$ cat src/rtl/interval_timer_pkg.sv
// Shared constants for the interval timer and its clients.
// Interval table addresses, reset defaults and FSM state encoding.
package interval_timer_pkg;

  localparam logic [1:0] INT_BASE = 2'd0;
  localparam logic [1:0] INT_EXT  = 2'd1;
  localparam logic [1:0] INT_YEL  = 2'd2;
  localparam logic [1:0] INT_WALK = 2'd3;

  localparam int DEF_BASE = 6;
  localparam int DEF_EXT  = 3;
  localparam int DEF_YEL  = 2;
  localparam int DEF_WALK = 3;

  typedef enum logic {
    IDLE = 1'b0,
    RUN  = 1'b1
  } state_t;

endpackage

$ cat src/rtl/tick_divider.sv
// Prescaler producing a one-cycle tick every TICK_DIV enabled cycles.
// clear restarts the count so the first tick is a full period away.
module tick_divider #(
  parameter int TICK_DIV = 50000000
) (
  input  logic clk,
  input  logic sys_reset,
  input  logic clear,
  input  logic enable,
  output logic tick
);

  localparam int CW = (TICK_DIV > 1) ? $clog2(TICK_DIV) : 1;
  localparam logic [CW-1:0] LAST = CW'(TICK_DIV - 1);

  logic [CW-1:0] count;

  assign tick = enable && (count == LAST);

  always_ff @(posedge clk or negedge sys_reset) begin
    if (!sys_reset) begin
      count <= '0;
    end else if (clear) begin
      count <= '0;
    end else if (enable) begin
      count <= tick ? '0 : count + CW'(1);
    end
  end

endmodule

$ cat src/rtl/interval_timer.sv
// Programmable interval timer answering start requests from the
// traffic-light FSM with a one-cycle expired pulse.
module interval_timer #(
  parameter int TICK_DIV = 50000000,
  parameter int VALUE_W  = 4,
  parameter int DEF_BASE = interval_timer_pkg::DEF_BASE,
  parameter int DEF_EXT  = interval_timer_pkg::DEF_EXT,
  parameter int DEF_YEL  = interval_timer_pkg::DEF_YEL,
  parameter int DEF_WALK = interval_timer_pkg::DEF_WALK
) (
  input  logic               clk,
  input  logic               sys_reset,
  input  logic               start_timer,
  input  logic [1:0]         interval_address,
  input  logic               prg_sync_in,
  input  logic [1:0]         time_param_selector,
  input  logic [VALUE_W-1:0] time_value,
  output logic               expired,
  output logic               busy,
  output logic [VALUE_W-1:0] remaining
);

  import interval_timer_pkg::*;

  state_t state, state_n;

  logic [VALUE_W-1:0] tbl [4];
  logic [VALUE_W-1:0] load;
  logic [VALUE_W-1:0] rem_n;
  logic               exp_n;
  logic               busy_n;
  logic               tick;

  assign load = tbl[interval_address];

  tick_divider #(
    .TICK_DIV (TICK_DIV)
  ) u_div (
    .clk       (clk),
    .sys_reset (sys_reset),
    .clear     (start_timer | prg_sync_in),
    .enable    (state == RUN),
    .tick      (tick)
  );

  always_ff @(posedge clk or negedge sys_reset) begin
    if (!sys_reset) begin
      tbl[0] <= VALUE_W'(DEF_BASE);
      tbl[1] <= VALUE_W'(DEF_EXT);
      tbl[2] <= VALUE_W'(DEF_YEL);
      tbl[3] <= VALUE_W'(DEF_WALK);
    end else if (prg_sync_in) begin
      tbl[time_param_selector] <= time_value;
    end
  end

  always_ff @(posedge clk or negedge sys_reset) begin
    if (!sys_reset) begin
      state     <= IDLE;
      remaining <= '0;
      expired   <= 1'b0;
      busy      <= 1'b0;
    end else begin
      state     <= state_n;
      remaining <= rem_n;
      expired   <= exp_n;
      busy      <= busy_n;
    end
  end

  // A zero load enters RUN with remaining=0 and busy low,
  // so it expires on the very next edge without stalling.
  always_comb begin
    state_n = state;
    rem_n   = remaining;
    exp_n   = 1'b0;
    busy_n  = busy;
    if (prg_sync_in) begin
      state_n = IDLE;
      rem_n   = '0;
      busy_n  = 1'b0;
    end else if (start_timer) begin
      state_n = RUN;
      rem_n   = load;
      busy_n  = (load != '0);
    end else if (state == RUN) begin
      if (remaining == '0) begin
        state_n = IDLE;
        exp_n   = 1'b1;
        busy_n  = 1'b0;
      end else if (tick) begin
        if (remaining == VALUE_W'(1)) begin
          state_n = IDLE;
          rem_n   = '0;
          exp_n   = 1'b1;
          busy_n  = 1'b0;
        end else begin
          rem_n = remaining - VALUE_W'(1);
        end
      end
    end
  end

endmodule

$ cat config.mk
export PLATFORM = sky130hd
export DESIGN_NAME = interval_timer
export DESIGN_NICKNAME = d
export VERILOG_FILES = /design/src/rtl/interval_timer_pkg.sv /design/src/rtl/tick_divider.sv /design/src/rtl/interval_timer.sv
export SDC_FILE = /design/constraint.sdc
export NUM_CORES = 1
export LEC_CHECK = 0
export BUFFER_PORTS_ARGS = -buffer_cell sky130_fd_sc_hd__buf_2
export CAP_MARGIN = 0
export CORE_MARGIN = 2
export CORE_UTILIZATION = 44
export DETAILED_ROUTE_END_ITERATION = 10
export HOLD_SLACK_MARGIN = 0.03
export PLACE_DENSITY_LB_ADDON = 0.1
export SLEW_MARGIN = 10
export SYNTH_ARGS = -nofsm -noshare
export SYNTH_HDL_FRONTEND = slang
export SYNTH_SLANG_ARGS = --single-unit
$ cat constraint.sdc
create_clock -name clk -period 2.3 [get_ports clk]
set_input_delay 0.115 -clock clk [delete_from_list [all_inputs] [get_ports clk]]
set_output_delay 0.115 -clock clk [all_outputs]
set_load 0.005 [all_outputs]
==> flow_summary.yaml, run 1 <==
synth:
  yosysTopAreaCell: "dfrtp_1"
  synth_area_um2: 2668
  ys_seq_area_share_pct: 46.29
  ys_ff_latch: 49
  syn_avg_cell_area_um2: 10.26
  synth.distinct_cells: 49
  ys_top_cells_by_area: "dfrtp_1 (39%), dfstp_2 (6.9%), mux2_2 (6.8%)"
  syn_nets: 275
  synth_top_area_share_pct: 39.40
  ys.flop_type: "dfrtp_1"
  synth-edff-count: 0
  async_reset_ff_share_pct: 100.0
  synthCells: 260
  yosysWarnings: 0
setup_path:
  start_kind: "register"
  crit_type: "reg -> reg"
  cp_max_fo: 5
  required_ns: 2.54
  crit_path_end_kind: "register"
  crit_arrival_ns: 2.31
pwr:
  p_leak_nw: 1.185
  vdd_drop_max_mv: 0.4636
  power_mw: 1.768
  p_per_area_nw_per_um2: 586.1
clocking:
  cts-root-buf: "clkbuf_8"
  cts_sinks: 49
  clk_pin_slew_ns: 0.10
  cts_tree: "done"
  htree_levels: 2
  clock_latency_ns: 0.31
  cts_made_buffers: 5
  clockBufferDepth: 2
sta:
  final.min_clock_period_ns: 2.072
  finalHoldViolations: 0
  max_freq_mhz: 482.5
  max_slew.worst_pin.slew_ns: 0.6121
  fin_crit_sh_pct: 90.11
  setup_tns_ns: 0
  maxSlewViolCount: 0
  whs_ns: 0.06891
  slew_headroom_pct: 59.19
  fin_skew_ns: 0.009322
  grt_setup_unrepaired: "no"
  setup_slack_ns: 0.2275
  finalSetupViolCount: 0
place:
  gp_congestion: 0.8126
  dp_hpwl_mm: 4.379
  place.port_buffers: 17
  dp_slack_ns: 0.1411
grt:
  grt_pass1_wl_mm: 10.18
  grt_pass1_vias: 2021
  grt_max_degree: 26
  gr-total-overflow: 0
  antenna_found_initial: 0
  grtUsageTotal_pct: 20.09
hold_path:
  hold_path.class: "in -> reg"
detailed_routing:
  num_vias: 2151
  firstDrtPassIters: 4
  wl_per_cell_um: 17.08
  vias_per_cell: 5.893
  drtIter0Drc: 108
  drt-total-wl_mm: 6.234
  drc: 0
  drtAntennaViolNets: 0
floorplan:
  die_y_um: 81.86
  coreArea_um2: 5886
  rows: 28
  start_util_pct: 45.32
  die_x_um: 81.86
  io_pins: 18
  die-area_um2: 6701
cells_and_area:
  nNetsFinal: 304
  regArea_um2: 1235
  fillers: 557
  antenna_cells: 0
  layout-drive-gt1-share_pct: 25.86
  multiInputGateArea_um2: 1371
  fin_util_pct: 51.25
  areaGrowthSynthToFinish_pct: 13.09
  final_cell_mix: "dfrtp_1 (42), nor2_1 (21), nand2_1 (17), buf_2 (17), mux2_2 (16)"
  layout_commonest_cell: "dfrtp_1"
flow_run:
  drv_cap: 0
run_status:
  status: "finished, final reports clean"
-- Yosys cell counts (5+ instances only) --
master / n
dfrtp_1: 42
nor2_1: 21
nand2_1: 17
mux2_2: 16
nand3_1: 12
nand4_1: 11
o21ai_0: 10
nor4_1: 9
xnor2_1: 9
a21oi_1: 8
inv_1: 8
nor3_1: 8
dfstp_2: 7
and3_1: 6
clkbuf_1: 6
or3_1: 5
xor2_1: 5
-- through the flow --
step                      instance area (um2)  cells
after CTS                                3010    365
after global routing                     3017    365
after detailed placement                 2907    356
final                                    3017    365
after floorplan                          2668    260
after global placement                   2907    356
-- critical path, stage by stage (launching register included) --
cell	delay, ns
dfrtp_1	0.42
ha_1	0.20
nand3_1	0.10
nor4_1	0.45
nand4_1	0.24
or4_1	0.44
a21oi_1	0.15
-- flip-flops by register name, indices dropped and copies added (netlist names) --
| register | flops |
|---|---|
| state | 1 |
| tbl | 16 |
| busy | 1 |
| u_div.count | 26 |
| remaining | 4 |
| expired | 1 |
-- final cells by class --
class | count | share of cell area, %
inverter | 8 | 0.9954
tap | 75 | 3.111
clock buffer | 5 | 2.281
multi-input combinational | 194 | 45.46
clock inverter | 3 | 0.8295
sequential | 49 | 40.94
timing repair buffer | 31 | 6.387
-- routing by layer --
metal | share of wire (%) | up-vias | GRT usage [%]
li1 | - | 1032 | -
met3 | 2.0 | 8 | 3.736
met4 | 1.4 | 0 | 6.167
met1 | 50 | 1087 | 29.05
met5 | 0 | - | 0
met2 | 47 | 24 | 30.57
-- path summary, 6_finish.rpt --
| path | startpoint | to | slack [ns] | cells after the start |
|---|---|---|---|---|
| setup reg to reg | u_div.count[0] | u_div.count[24] | 0.23 | 6 |
| max in group asynchronous | sys_reset | tbl[0] | 1.24 | 3 |
| min in group asynchronous | sys_reset | u_div.count[21] | 0.34 | 2 |
| hold reg to reg | tbl[11] | tbl[11] | 0.51 | 1 |
| hold / removal | time_value[3] | tbl[11] | 0.07 | 2 |
| setup / recovery | u_div.count[0] | u_div.count[24] | 0.23 | 6 |
-- kinds of logic (layout without fill, tap and decap cells) --
logic type / count (synthesis) / in the layout / share of synthesized area [%]
AND/OR/NAND/NOR: 118 / 118 / 25.38
flip-flops: 49 / 49 / 46.29
AO/OA/AOI/OAI: 39 / 39 / 9.664
multiplexers: 20 / 20 / 10.13
buffers and inverters: 17 / 47 / 2.533
XOR/XNOR: 14 / 14 / 4.597
adder cells (fa/ha/maj): 3 / 3 / 1.407
-- power by group --
group | leakage [nW] | internal [mW] | switching [mW]
Combinational | 0.504 | 0.117 | 0.122
Sequential | 0.636 | 0.942 | 0.0382
Clock | 0.0452 | 0.222 | 0.327
-- repair_timing --
item                       CTS  global route
hold buffers                 1             0
hold endpoints to repair    21             0
gates resized for setup      0             1
setup endpoints to repair    0             2
setup buffers                0             0
No activity file was read; power rests on OpenSTA's default activity.
==> run 2: changes to the inputs <==
CELL_PAD_IN_SITES_DETAIL_PLACEMENT = 1   (was default)
CELL_PAD_IN_SITES_GLOBAL_PLACEMENT = 1   (was default)
==> flow_summary.yaml, run 2 (synthesis gave the netlist of run 1 again) <==
detailed_routing:
  drt-total-wl_mm: 6.491
  vias_per_cell: 5.856
  wl_per_cell_um: 17.69
  drc: 0
  drtIter0Drc: 71
  firstDrtPassIters: 4
  drtAntennaViolNets: 0
  num_vias: 2149
setup_path:
  start_kind: "register"
  required_ns: 2.48
  rr_endpoint: "remaining[3]"
  cp_max_fo: 6
  cp-startpoint: "u_div.count[10]"
  crit_type: "reg -> reg"
  crit_path_end_kind: "register"
  r2r_cells: 5
  crit_end: "remaining[3]"
  timing.rr.start: "u_div.count[10]"
  crit_arrival_ns: 2.30
  rrSetupSlack_ns: 0.19
floorplan:
  die_x_um: 81.86
  die-area_um2: 6701
  rows: 28
  io_pins: 18
  coreArea_um2: 5886
  start_util_pct: 45.32
  die_y_um: 81.86
cells_and_area:
  areaGrowthSynthToFinish_pct: 13.79
  final_cell_mix: "dfrtp_1 (42), nor2_1 (21), nand2_1 (17), buf_2 (17), mux2_2 (16)"
  finalNonFillerCells: 367
  top_register: "u_div.count"
  layout-drive-gt1-share_pct: 26.37
  layout_commonest_cell: "dfrtp_1"
  largest_reg_flops: 26
  largestRegisters: "u_div.count x26, tbl x16, remaining x4"
  antenna_cells: 0
  fillers: 670
  final_cell_area_um2: 3035
  nNetsFinal: 306
clocking:
  clock_latency_ns: 0.32
  cts_tree: "done"
  cts-root-buf: "clkbuf_8"
  cts_made_buffers: 5
  htree_levels: 2
  clockBufferDepth: 2
  clk_pin_slew_ns: 0.11
  cts_sinks: 49
sta:
  final.min_clock_period_ns: 2.113
  finalSetupViolCount: 0
  maxSlewViolCount: 0
  max_freq_mhz: 473.3
  max_slew.worst_pin.slew_ns: 0.6523
  slew_headroom_pct: 56.42
  setup_slack_ns: 0.1874
  fin_skew_ns: 0.01640
  fin_crit_sh_pct: 91.85
  finalHoldViolations: 0
hold_path:
  hold_path.class: "in -> reg"
place:
  dp.cells: 355
  placed_area_um2: 2899
  place.port_buffers: 17
  dp_slack_ns: 0.1046
  dp_hpwl_mm: 4.701
  gp_congestion: 0.8056
pwr:
  vdd_drop_max_mv: 0.4959
  power_mw: 1.781
  p_per_area_nw_per_um2: 586.7
  p_leak_nw: 1.197
run_status:
  status: "finished, final reports clean"
grt:
  grt_pass1_wl_mm: 10.73
  grt_pass1_vias: 2142
  gr-total-overflow: 0
  antenna_found_initial: 0
  grt_max_degree: 50
  grtUsageTotal_pct: 21.10
flow_run:
  drv_cap: 0
run 2: changes by cell type in the layout (fill, tap and decap cells not counted), sizes merged:
cell | previous run | this run
buf | 30 | 32
clkinvlp | 1 | 0
clkinv | 0 | 1
run 2: power by group:
part,internal (mW),leakage [nW],switching (mW)
clock,0.228,0.0506,0.332
sequential,0.942,0.636,0.0375
combinational,0.116,0.511,0.125
run 2: worst max-delay path, cell delays in order (launching register included):
cell	delay, ns
dfrtp_1	0.45
nor4_1	0.35
nand4_1	0.23
or3_1	0.52
o41ai_1	0.29
a311oi_1	0.14
run 2: stage by stage:
| step | hold WS (ns) | utilization, % | setup TNS [ns] |
|---|---|---|---|
| 2_1_floorplan | -0.1806 | - | 0 |
| 3_5_place_dp | 0.2665 | 49.26 | 0 |
| 5_1_grt | 0.07630 | 51.57 | -0.003658 |
| 6_report | 0.06696 | 51.57 | 0 |
| 4_1_cts | 0.06451 | 51.08 | 0 |
| 3_3_place_gp | 0.2647 | 49.26 | 0 |
run 2: worst min path at each step:
stage / endpoint / cells after the start / slack, ns / from
after detailed placement: u_div.count[21] / 2 / 0.27 / sys_reset
after CTS: tbl[9] / 2 / 0.06 / time_value[1]
after floorplan: busy / 0 / -0.18 / sys_reset
after global placement: u_div.count[21] / 2 / 0.26 / sys_reset
final: tbl[12] / 2 / 0.07 / time_value[0]
after global routing: tbl[1] / 2 / 0.08 / time_value[1]
run 2: timing repair:
item / in CTS / in global routing
setup endpoints to repair: 0 / 4
resized for setup: 0 / 1
setup buffers: 0 / 3
endpoints found under the hold margin: 42 / 0
hold buffers: 1 / 0
run 2: area by class of cell:
| cell class | count | area [um2] | area share [%] |
|---|---|---|---|
| repair buffers | 33 | 207.7 | 6.843 |
| clock buffers | 5 | 68.82 | 2.267 |
| multi-input cells | 194 | 1371 | 45.18 |
| flip-flops and latches | 49 | 1235 | 40.68 |
| clock inverters | 3 | 28.78 | 0.9481 |
| well taps | 75 | 93.84 | 3.092 |
| inverters | 8 | 30.03 | 0.9893 |
run 2: layer usage:
metal	GRT usage, %	share of wire [%]
met4	5.500	0.86
met5	0	0
met2	33.09	48
met1	30.11	49
met3	3.846	2.0
